$ cat config.mk
export PLATFORM = sky130hd
export DESIGN_NAME = uart_tx_arbiter
export DESIGN_NICKNAME = d
export VERILOG_FILES = /design/src/rtl/uart_tx_arbiter.sv
export SDC_FILE = /design/constraint.sdc
export NUM_CORES = 1
export LEC_CHECK = 0
export ABC_AREA = 1
export CORE_ASPECT_RATIO = 0.9
export CORE_MARGIN = 2
export CORE_UTILIZATION = 63
export DETAILED_ROUTE_END_ITERATION = 10
export DONT_BUFFER_PORTS = 1
export PLACE_DENSITY = 0.79
export SLEW_MARGIN = 20
export SYNTH_ARGS = -nofsm -noshare
export SYNTH_HDL_FRONTEND = slang
export SYNTH_SLANG_ARGS = --single-unit
$ cat constraint.sdc
create_clock -name clk -period 2.25 [get_ports clk]
set_clock_uncertainty 0.1 [all_clocks]
set_input_delay 0.675 -clock clk [delete_from_list [all_inputs] [get_ports clk]]
set_output_delay 0.675 -clock clk [all_outputs]
set_load 0.03 [all_outputs]
$ cat src/rtl/uart_tx_arbiter.sv
// Round-robin arbiter sharing one UART TX byte port among NUM_REQ producers.
// A grantee holds the port for a whole line (until EOL_CHAR) or until it idles out.
module uart_tx_arbiter #(
  parameter int         NUM_REQ      = 4,
  parameter int         LOCK_TIMEOUT = 1024,
  parameter logic [7:0] EOL_CHAR     = 8'h0A,
  parameter bit         LINE_LOCK    = 1'b1
) (
  input  logic                       clk,
  input  logic                       rst,
  input  logic [NUM_REQ-1:0]         req_valid,
  input  logic [8*NUM_REQ-1:0]       req_data,
  output logic [NUM_REQ-1:0]         req_ready,
  output logic                       tx_valid,
  output logic [7:0]                 tx_data,
  input  logic                       tx_ready,
  output logic [$clog2(NUM_REQ)-1:0] grant_id,
  output logic                       busy,
  output logic                       timeout_evt
);

  localparam int ID_W  = $clog2(NUM_REQ);
  localparam int CNT_W = $clog2(LOCK_TIMEOUT);
  localparam logic [CNT_W-1:0] CNT_LAST = CNT_W'(LOCK_TIMEOUT - 1);
  localparam logic [ID_W-1:0]  ID_LAST  = ID_W'(NUM_REQ - 1);

  typedef enum logic {S_IDLE, S_LOCKED} state_t;

  state_t            state;
  logic [ID_W-1:0]   rr_ptr;
  logic [CNT_W-1:0]  idle_cnt;

  logic              found;
  logic [ID_W-1:0]   pick_id;
  logic [7:0]        sel_data;
  logic              accept;
  logic              release_on_accept;
  logic [ID_W-1:0]   next_ptr;

  // Two ordered passes: indices at/after rr_ptr first, then the wrapped-around ones.
  // NOTE: every always_comb output gets a default first so no path infers a latch.
  always_comb begin
    found   = 1'b0;
    pick_id = '0;
    for (int i = 0; i < NUM_REQ; i++) begin
      if (!found && req_valid[i] && (i >= int'(rr_ptr))) begin
        found   = 1'b1;
        pick_id = ID_W'(i);
      end
    end
    for (int i = 0; i < NUM_REQ; i++) begin
      if (!found && req_valid[i]) begin
        found   = 1'b1;
        pick_id = ID_W'(i);
      end
    end
  end

  always_comb begin
    sel_data = '0;
    for (int i = 0; i < NUM_REQ; i++) begin
      if (grant_id == ID_W'(i)) sel_data = req_data[8*i +: 8];
    end
  end

  always_comb begin
    req_ready = '0;
    if (state == S_LOCKED)
      req_ready[grant_id] = req_valid[grant_id] && (!tx_valid || tx_ready);
  end

  assign accept            = |req_ready;
  assign release_on_accept = LINE_LOCK ? (sel_data == EOL_CHAR) : 1'b1;
  assign next_ptr          = (grant_id == ID_LAST) ? '0 : grant_id + ID_W'(1);
  assign busy              = (state == S_LOCKED) || tx_valid;

  // NOTE: sequential state uses non-blocking assignments only, so every register
  // sees pre-edge values regardless of statement order.
  always_ff @(posedge clk or posedge rst) begin
    if (rst) begin
      state       <= S_IDLE;
      rr_ptr      <= '0;
      idle_cnt    <= '0;
      grant_id    <= '0;
      tx_valid    <= 1'b0;
      tx_data     <= '0;
      timeout_evt <= 1'b0;
    end else begin
      timeout_evt <= 1'b0;
      if (tx_valid && tx_ready) tx_valid <= 1'b0;

      case (state)
        S_IDLE: begin
          if (found) begin
            grant_id <= pick_id;
            idle_cnt <= '0;
            state    <= S_LOCKED;
          end
        end
        S_LOCKED: begin
          if (accept) begin
            tx_valid <= 1'b1;
            tx_data  <= sel_data;
            idle_cnt <= '0;
            if (release_on_accept) begin
              state  <= S_IDLE;
              rr_ptr <= next_ptr;
            end
          end else if (idle_cnt == CNT_LAST) begin
            // Accept has priority, so only a truly idle final cycle times out.
            state       <= S_IDLE;
            rr_ptr      <= next_ptr;
            timeout_evt <= 1'b1;
          end else begin
            idle_cnt <= idle_cnt + CNT_W'(1);
          end
        end
        default: state <= S_IDLE;
      endcase
    end
  end

endmodule

==> impl_summary.md <==
Status
The flow ran to the end, but the final reports show violations. The checks that failed: setup timing.

STA
In the finished design, the share of the clock period the worst path needs comes to 102.1%. The final count of hold timing violations was 0. Setup repair after global routing could not meet its margin everywhere. The number of max-slew violations in the final report is 0. The clock period minus worst slack is between 2000 and 2500 ps.

The setup slack after layout is -47.33 ps. For the pin with the worst max-slew slack, the measured transition is ~330 ps. Static timing analysis puts the maximum clock frequency at 0.4353 GHz. Setup violations remaining at the end of the flow were counted as 5.

The relative max-transition margin is a little under 80%.

Floorplan
The number of placement rows is 18. The total die area is about 3200 sq um. In this run the horizontal extent of the chip is ~60 microns. The I/O pin total is 56. The floorplan step set the die height to approximately 54 microns. The standard cell core area is around 2700 sq um. For this configuration, the core starts out at a cell density of between 60% and 70%.

Final layout
Leaving out fill and tap cells, the most frequent cell in the layout is nand2_1. The share of post-route cells with drive strength above 1 is 29.96%. Once layout is complete, the utilization of the core stands at just under 80%.

The number of diodes is 0. The post-layout net count is 312. The post-layout instance area is ~2100 sq um. The final-layout fill cell count is about 190.

In the layout the commonest cells are nand2_1, dfrtp_1, buf_4. The synthesis-to-finish area growth is 20.81%.

Synthesis
Synthesis produced a netlist with a net count of between 200 and 300. The instance count of the mapped netlist is between 200 and 250. The post-synthesis cell area is 1732 sq um.

The area fraction of the dominant cell type after synthesis is 36.13%. Of all cell types, the one taking the most synthesized area is dfrtp_1. For this run, the number of Yosys warnings is 0.

In this run, distinct cell masters in the synthesized netlist total 30. A synthesized cell averages slightly above 7 sq um. The part of the Yosys area used for sequential elements is a little over a third.

Counting flops and latches in the post-synthesis netlist gives 25. In the post-synthesis netlist, the biggest area contributors are dfrtp_1, nand2_1, nand3_1, nor2_1, ha_1.

Clock tree
For the worst-skew pair, the clock arrives at the later sink with an insertion delay of between 300 and 400 ps. The number of clock buffers added by TritonCTS is 3. The buffer type at the clock tree root is clkbuf_4. The worst-case clock buffer depth is 2.

Buffers inserted to repair hold after CTS numbered 0. The count of clock tree sinks is 25. The TritonCTS clock tree is yes. The clock-pin transition on the worst setup and hold timing paths is 140 ps. The maximum level of the CTS H-tree is 1.

Place
Routability-driven placement finished with a final weighted congestion of just over 0.8. At the placement stage, the worst setup path has a slack of 133.9 ps. The total of buffers placed on input and output ports is 0. Once placement finished, the instance area stood at approximately 1900 sq um. Summed over all nets, the half-perimeter wirelength after detailed placement is 2803 microns.

Critical path
STA classifies the critical path endpoint as a flop. The terminus of the critical flop-to-flop path is rr_ptr[1]. The worst reg-to-reg setup slack is -50 ps. The highest net fanout along the worst path is 8. The signal arrival time at the worst endpoint is roughly 2500 ps. STA classifies the critical path startpoint as a flop. In this run the critical register-to-register path is launched from grant_id[1]. The depth of the worst register-to-register path is 12.

The data required time of the worst path is about 2400 ps. The category of the most critical setup path is flop to flop.

Global route
Entering global routing, the biggest net connects 26 pins. Global routing used 26.03% of the available tracks across all layers. The number of global-route vias before repair came to 1512. The initial antenna violation count is 0. The aggregate global routing overflow is 0.

The first global-routing pass estimated around 6300 microns of wire.

Drt
The average vias per placed instance is about 5.8. The detailed-route DRC error count is 0. The detailed router's first-iteration violation count is between 60 and 70. The wire length reported by the detailed router is around 4500 microns. The routed length per placed instance is around 15 microns.

The first-pass iteration count of the detailed router is 4. The final route contains between 1.5k and 2k vias. The number of nets still failing antenna checks after routing is 0.

Power and ir drop
Combinational cells account for 64.3% of the total power. Summed over all nets, the switching power comes to about 1.6 mW. Summed over all cells, the static leakage comes to roughly 1 nW. The share of total power in sequential cells is between 20 and 30%. The power density normalized to cell area is between 1000 and 1500 nW/um^2. The worst-case IR drop observed on VDD is 0.001033 V. The internal portion of the total power is 1.418 mW. The clock network accounts for ~7.1% of the total power. The proportion of total power due to net switching is between 50% and 60%.

Job
The tool flagged a number of max-cap violations equal to 0.

Hold path
The worst hold path belongs to the class primary input to asynchronous set/reset pin.
[repair_timing]
action / in CTS / in global routing
endpoints found under the setup margin: 4 / 6
setup buffers: 3 / 7
gates resized for setup: 13 / 17
pin swaps: 2 / 3
gates cloned: 0 / 0
[cell families after synthesis]
group           Yosys count  share of synthesized area (%)
buf+inv                  28                          7.008
flops                    25                          36.13
xor+xnor                  5                          2.529
fa+ha+maj                 5                          3.613
compound gates           35                          13.37
simple gates            145                          37.36
[layout make-up]
type / instances / area, sq um / share of cell area [%]
clock buffer: 3 / 22.52 / 1.077
sequential: 25 / 626.9 / 29.96
timing repair buffer: 26 / 210.2 / 10.05
inverter: 22 / 92.59 / 4.426
clock inverter: 1 / 7.507 / 0.3589
multi-input combinational: 190 / 1095 / 52.33
tap: 30 / 37.54 / 1.794
[critical path: stages, from the launching register on]
cell,delay [ps]
dfrtp_1,420
buf_4,230
ha_4,190
inv_2,60
buf_4,160
or2_2,270
nand2_1,100
nand3_1,90
nor2_1,150
nand3_1,180
nand2_1,130
nand2_1,80
nand2_1,80
[through the flow]
step | TNS, ps | hold WS (ps) | instances | power [mW]
after global placement | 0 | 412.5 | 283 | 2.377
after floorplan | -45.19 | 388.0 | 243 | 1.998
after detailed placement | 0 | 419.4 | 283 | 2.417
after CTS | 0 | 170.3 | 290 | 2.738
after global routing | -476.9 | 162.1 | 297 | 3.252
final | -100.0 | 147.0 | 297 | 3.008
[power by group through the flow]
stage | sequential, mW | clock [mW] | combinational [mW]
finish | 0.861 | 0.213 | 1.93
global route | 0.880 | 0.235 | 2.14
CTS | 0.857 | 0.214 | 1.67
detailed placement | 0.859 | 0 | 1.56
global placement | 0.855 | 0 | 1.52
floorplan | 0.898 | 0 | 1.10
[flip-flops by register name, indices dropped and copies added, names as in the netlist]
| signal | flops |
|---|---|
| rr_ptr | 2 |
| timeout_evt | 1 |
| idle_cnt | 10 |
| state | 1 |
| grant_id | 2 |
| tx_valid | 1 |
| tx_data | 8 |
[routing by layer]
layer  global-route usage, %  part of all wire, %  up-vias
met5                       0                    0        -
li1                        -                    -      837
met3                   7.452                  7.1       18
met4                   5.303                  3.0        0
met1                   33.03                   41      790
met2                   44.32                   49       74
[cells in the mapped netlist (all sizes together)]
cell type  instances
buf                5
dfrtp             25
xor2               5
o211ai             1
a22oi              1
inv               22
clkbuf             1
ha                 5
or2                8
nand3             24
nand2             87
a31oi              4
o21ai             15
o2111ai            3
nand3b             1
nor2              23
nand4              2
a21oi             11
[how the worst max path moves through the flow]
stage | to | slack, ps | from
after floorplan | req_ready[0] | -20 | tx_ready
after global placement | req_ready[3] | 150 | tx_ready
after detailed placement | req_ready[3] | 130 | tx_ready
after CTS | req_ready[3] | 4 | grant_id[0]
after global routing | rr_ptr[1] | -110 | grant_id[1]
final | rr_ptr[1] | -50 | grant_id[1]
(Power assumes the default switching activity.)
==> RTL edit 1 (same flow settings) <==
Set the parameter `NUM_REQ` to 16 (it was 4).
--- a/src/rtl/uart_tx_arbiter.sv
+++ b/src/rtl/uart_tx_arbiter.sv
@@ -3,3 +3,3 @@
 module uart_tx_arbiter #(
-  parameter int         NUM_REQ      = 4,
+  parameter int         NUM_REQ      = 16,
   parameter int         LOCK_TIMEOUT = 1024,
Interface: changed (resized grant_id, req_data, req_ready and req_valid); port bits go from 56 to 178. No check against the original RTL was run, so the function may have changed too.
==> RTL edit 1 against the original RTL <==
- synthesized cell count rose to 2.8 times the old value
- the flow now stops in 5_1_grt
- synthesized area increased by 120%
==> RTL edit 1: results (changes against the original RTL) <==
[synth]
async_flop_share_pct = 100.0  ; unchanged
synth_fa_ha_area_share_pct = 1.645  ; -2.0 points
synthDistinctLibCells = 42  ; +40%
syn_inst = 692  ; +180%
ys_warn_count = 0  ; unchanged
synth_xor_area_share_pct = 0.9211  ; -1.6 points
synthTopCellsByCount = nand2_1 (232), nor2_1 (95), inv_1 (83)
syn_nets = 844  ; +190%
muxShareOfSynthArea_pct = 0  ; unchanged
synth-compound-area-share_pct = 13.12  ; -0.24 points
yosys-top-cells-area = nand2_1 (23%), dfrtp_1 (19%), nor2_1 (9.4%)
ys_seq_area_share_pct = 19.08  ; -17 points
synth-main-ff-cell = dfrtp_1

[outcome]
error = [ERROR DPL-0038] Utilization greater than 100%, impossible to legalize
status = did not finish
lastStage = 5_1_grt

[clock_network]
clk_path_buf_depth = 2  ; unchanged
cts.htree.levels = 2  ; +1
ctsRootBufferMaster = clkbuf_8
cts_buffers = 5  ; +2
cts_sinks = 29  ; +16%

[placed_design]
numPortBuffers = 0  ; unchanged
gp_congestion = 1.034  ; +25%
place_inst = 847  ; +200%
hpwl_um = 10890  ; +290%

[grt]
grt_max_degree = 21

[sta]
worstEndpointGrtRepair = rr_ptr[2]$_DFFE_PP0P_/D
worst_path_end_type = register input

## RTL edit 1: cell count changes after synthesis, moves of 6 or more
cell,delta
nor3_1,+6
nand2_1,+153
nand4_1,+8
clkbuf_1,+6
inv_1,+70
o21ai_0,+29
or2_2,+15
nand3_1,+39
nor2_1,+75
a21oi_1,+18
## RTL edit 1: cells by family after synthesis
kind of cell / Yosys count
XOR/XNOR: 4
buffers and inverters: 110
adder cells (fa/ha/maj): 5
AND/OR/NAND/NOR: 457
flip-flops: 29
AO/OA/AOI/OAI: 87
## RTL edit 1: what timing repair did
item	in CTS
endpoints found under the setup margin	45
cloned	2
buffers inserted	16
gates resized for setup	53
pin swaps	24
## RTL edit 1: metrics by stage
| step | cell area (um^2) | hold WS [ps] | TNS, ps | setup slack [ps] |
|---|---|---|---|---|
| after floorplan | 4233 | 360.9 | -12270 | -436.3 |
| after global placement | 4922 | 375.3 | -18700 | -604.5 |
| after detailed placement | 4922 | 395.6 | -21270 | -684.9 |
| after CTS | 5415 | 178.8 | -24170 | -646.8 |
==> RTL edit 2 (config.mk and constraints unchanged) <==
Made on the original files. Make the reset (`rst`) synchronous in one clocked block.
--- a/src/rtl/uart_tx_arbiter.sv
+++ b/src/rtl/uart_tx_arbiter.sv
@@ -78,3 +78,3 @@
   // sees pre-edge values regardless of statement order.
-  always_ff @(posedge clk or posedge rst) begin
+  always_ff @(posedge clk) begin
     if (rst) begin
Formal check against the unedited RTL: differs if rst is asserted again (counterexample within 4 cycles, from zero or initial values and one cycle with rst high); with rst held inactive, the same outputs for 10 cycles.
==> RTL edit 2 against the original RTL <==
- the run still ends with negative setup slack left
- synthesized area grew 0.29%
- critical path depth shrank 6
- routed wire length shrank 2.4%
- sequential cell count is the same
- cell area shrank 3.2%
- largest cell class unchanged
- setup slack gained 8.7 ps
Power is not compared: it rests on default switching activity, and its combinational part moved more than twofold at a synthesized area within 25%.
==> RTL edit 2: results (changes against the original RTL) <==
[outcome]
status = finished with violations
violations = negative setup slack

[placed_design]
dp_slack_ps = 128.8  ; -5.117 ps
hpwl_um = 3005  ; +7.2%
place_inst = 313  ; +11%
placed_cell_area_um2 = 1815  ; -2.2%

[setup_path]
cp_slowest_cell = dfxtp_4
r2r_cells = 11  ; -1
crit_path_max_fanout = 4  ; -4
r2r_start = grant_id[1]
arrival_ps = 1510  ; -960 ps
cpLargestDelayFamily = flip-flops
slowest_delay_ps = 390  ; -30 ps

[worst_hold_path]
holdCritPathClass = input port to flip-flop

[clock_network]
cts_resized = 6  ; -7
cts_setup_buffers = 1  ; -2

[synth]
synth-main-ff-cell = dfxtp_1
synth_area_per_cell_um2 = 6.247  ; -12%
yosys-top-cells-area = dfxtp_1 (29%), nand2_1 (16%), inv_1 (7.3%)
synthTopCellsByCount = nand2_1 (76), inv_1 (34), nor2_1 (34)
async_flop_share_pct = 0  ; -100 points
synthDistinctLibCells = 32  ; +6.7%

[sta]
fin_ws_ps = -38.59  ; +8.738 ps
finalSetupTns_ps = -38.59  ; +61.42 ps
holdWs_ps = 290.5  ; +143.5 ps
setup_viol = 1  ; -4

[grt]
met3_usage_pct = 6.731  ; -0.72 points
grt_pass1_wl_um = 6272  ; -0.32%
use_met1_pct = 32.89  ; -0.14 points
first_global_vias = 1515  ; +0.20%
grt_use_total_pct = 25.64  ; -0.39 points
grt_max_degree = 19  ; -27%

[layout]
final_nets = 337  ; +8.0%
drive_above_1_share_pct = 20.89  ; -9.1 points

[routing]
wirelength_met1_um = 1937  ; +4.4%
viasPerCell = 5.484  ; -5.2%
route.met3.wl_um = 240  ; -25%
first_iter_violations = 126  ; +83%
wl_per_cell_um = 13.62  ; -10%

==> RTL edit 2: cell count changes after synthesis, sizes merged, moves of 4 or more <==
cell,unedited run,this run
nand3,24,20
a21oi,11,18
nand2,87,81
inv,22,38
dfrtp,25,0
dfxtp,0,25
nor2,23,40
==> RTL edit 2: area by class of cell <==
type / instances / area [um^2]
well taps: 30 / 37.54
flip-flops and latches: 25 / 508.0
multi-input cells: 209 / 1146
fillers: 225 / 654.4
clock buffers: 3 / 22.52
repair buffers: 16 / 150.1
inverters: 38 / 153.9
clock inverters: 1 / 7.507
==> RTL edit 2: cell families (layout without fill, tap and decap cells) <==
family | count (synthesis) | in the layout | synth area share [%]
AO/OA/AOI/OAI | 45 | 45 | 14.34
flip-flops | 25 | 25 | 28.82
AND/OR/NAND/NOR | 155 | 155 | 40.49
buffers and inverters | 44 | 58 | 10.73
XOR/XNOR | 4 | 4 | 2.018
adder cells (fa/ha/maj) | 5 | 5 | 3.602
==> RTL edit 2: power by group through the flow <==
stage          logic, mW  registers (mW)  clock network (mW)
2_1_floorplan      0.191           0.548                   0
3_3_place_gp       0.250           0.543                   0
3_5_place_dp       0.253           0.543                   0
4_1_cts            0.263           0.534               0.215
5_1_grt            0.346           0.539               0.236
6_report           0.312           0.536               0.209
==> RTL edit 2: worst max path at each step <==
| stage | from | cells after the start | end |
|---|---|---|---|
| 2_1_floorplan | grant_id[0] | 13 | idle_cnt[0] |
| 3_3_place_gp | req_valid[3] | 7 | req_ready[3] |
| 3_5_place_dp | req_valid[2] | 10 | idle_cnt[3] |
| 4_1_cts | grant_id[0] | 7 | req_ready[2] |
| 5_1_grt | grant_id[0] | 6 | req_ready[2] |
| 6_report | grant_id[0] | 6 | req_ready[2] |
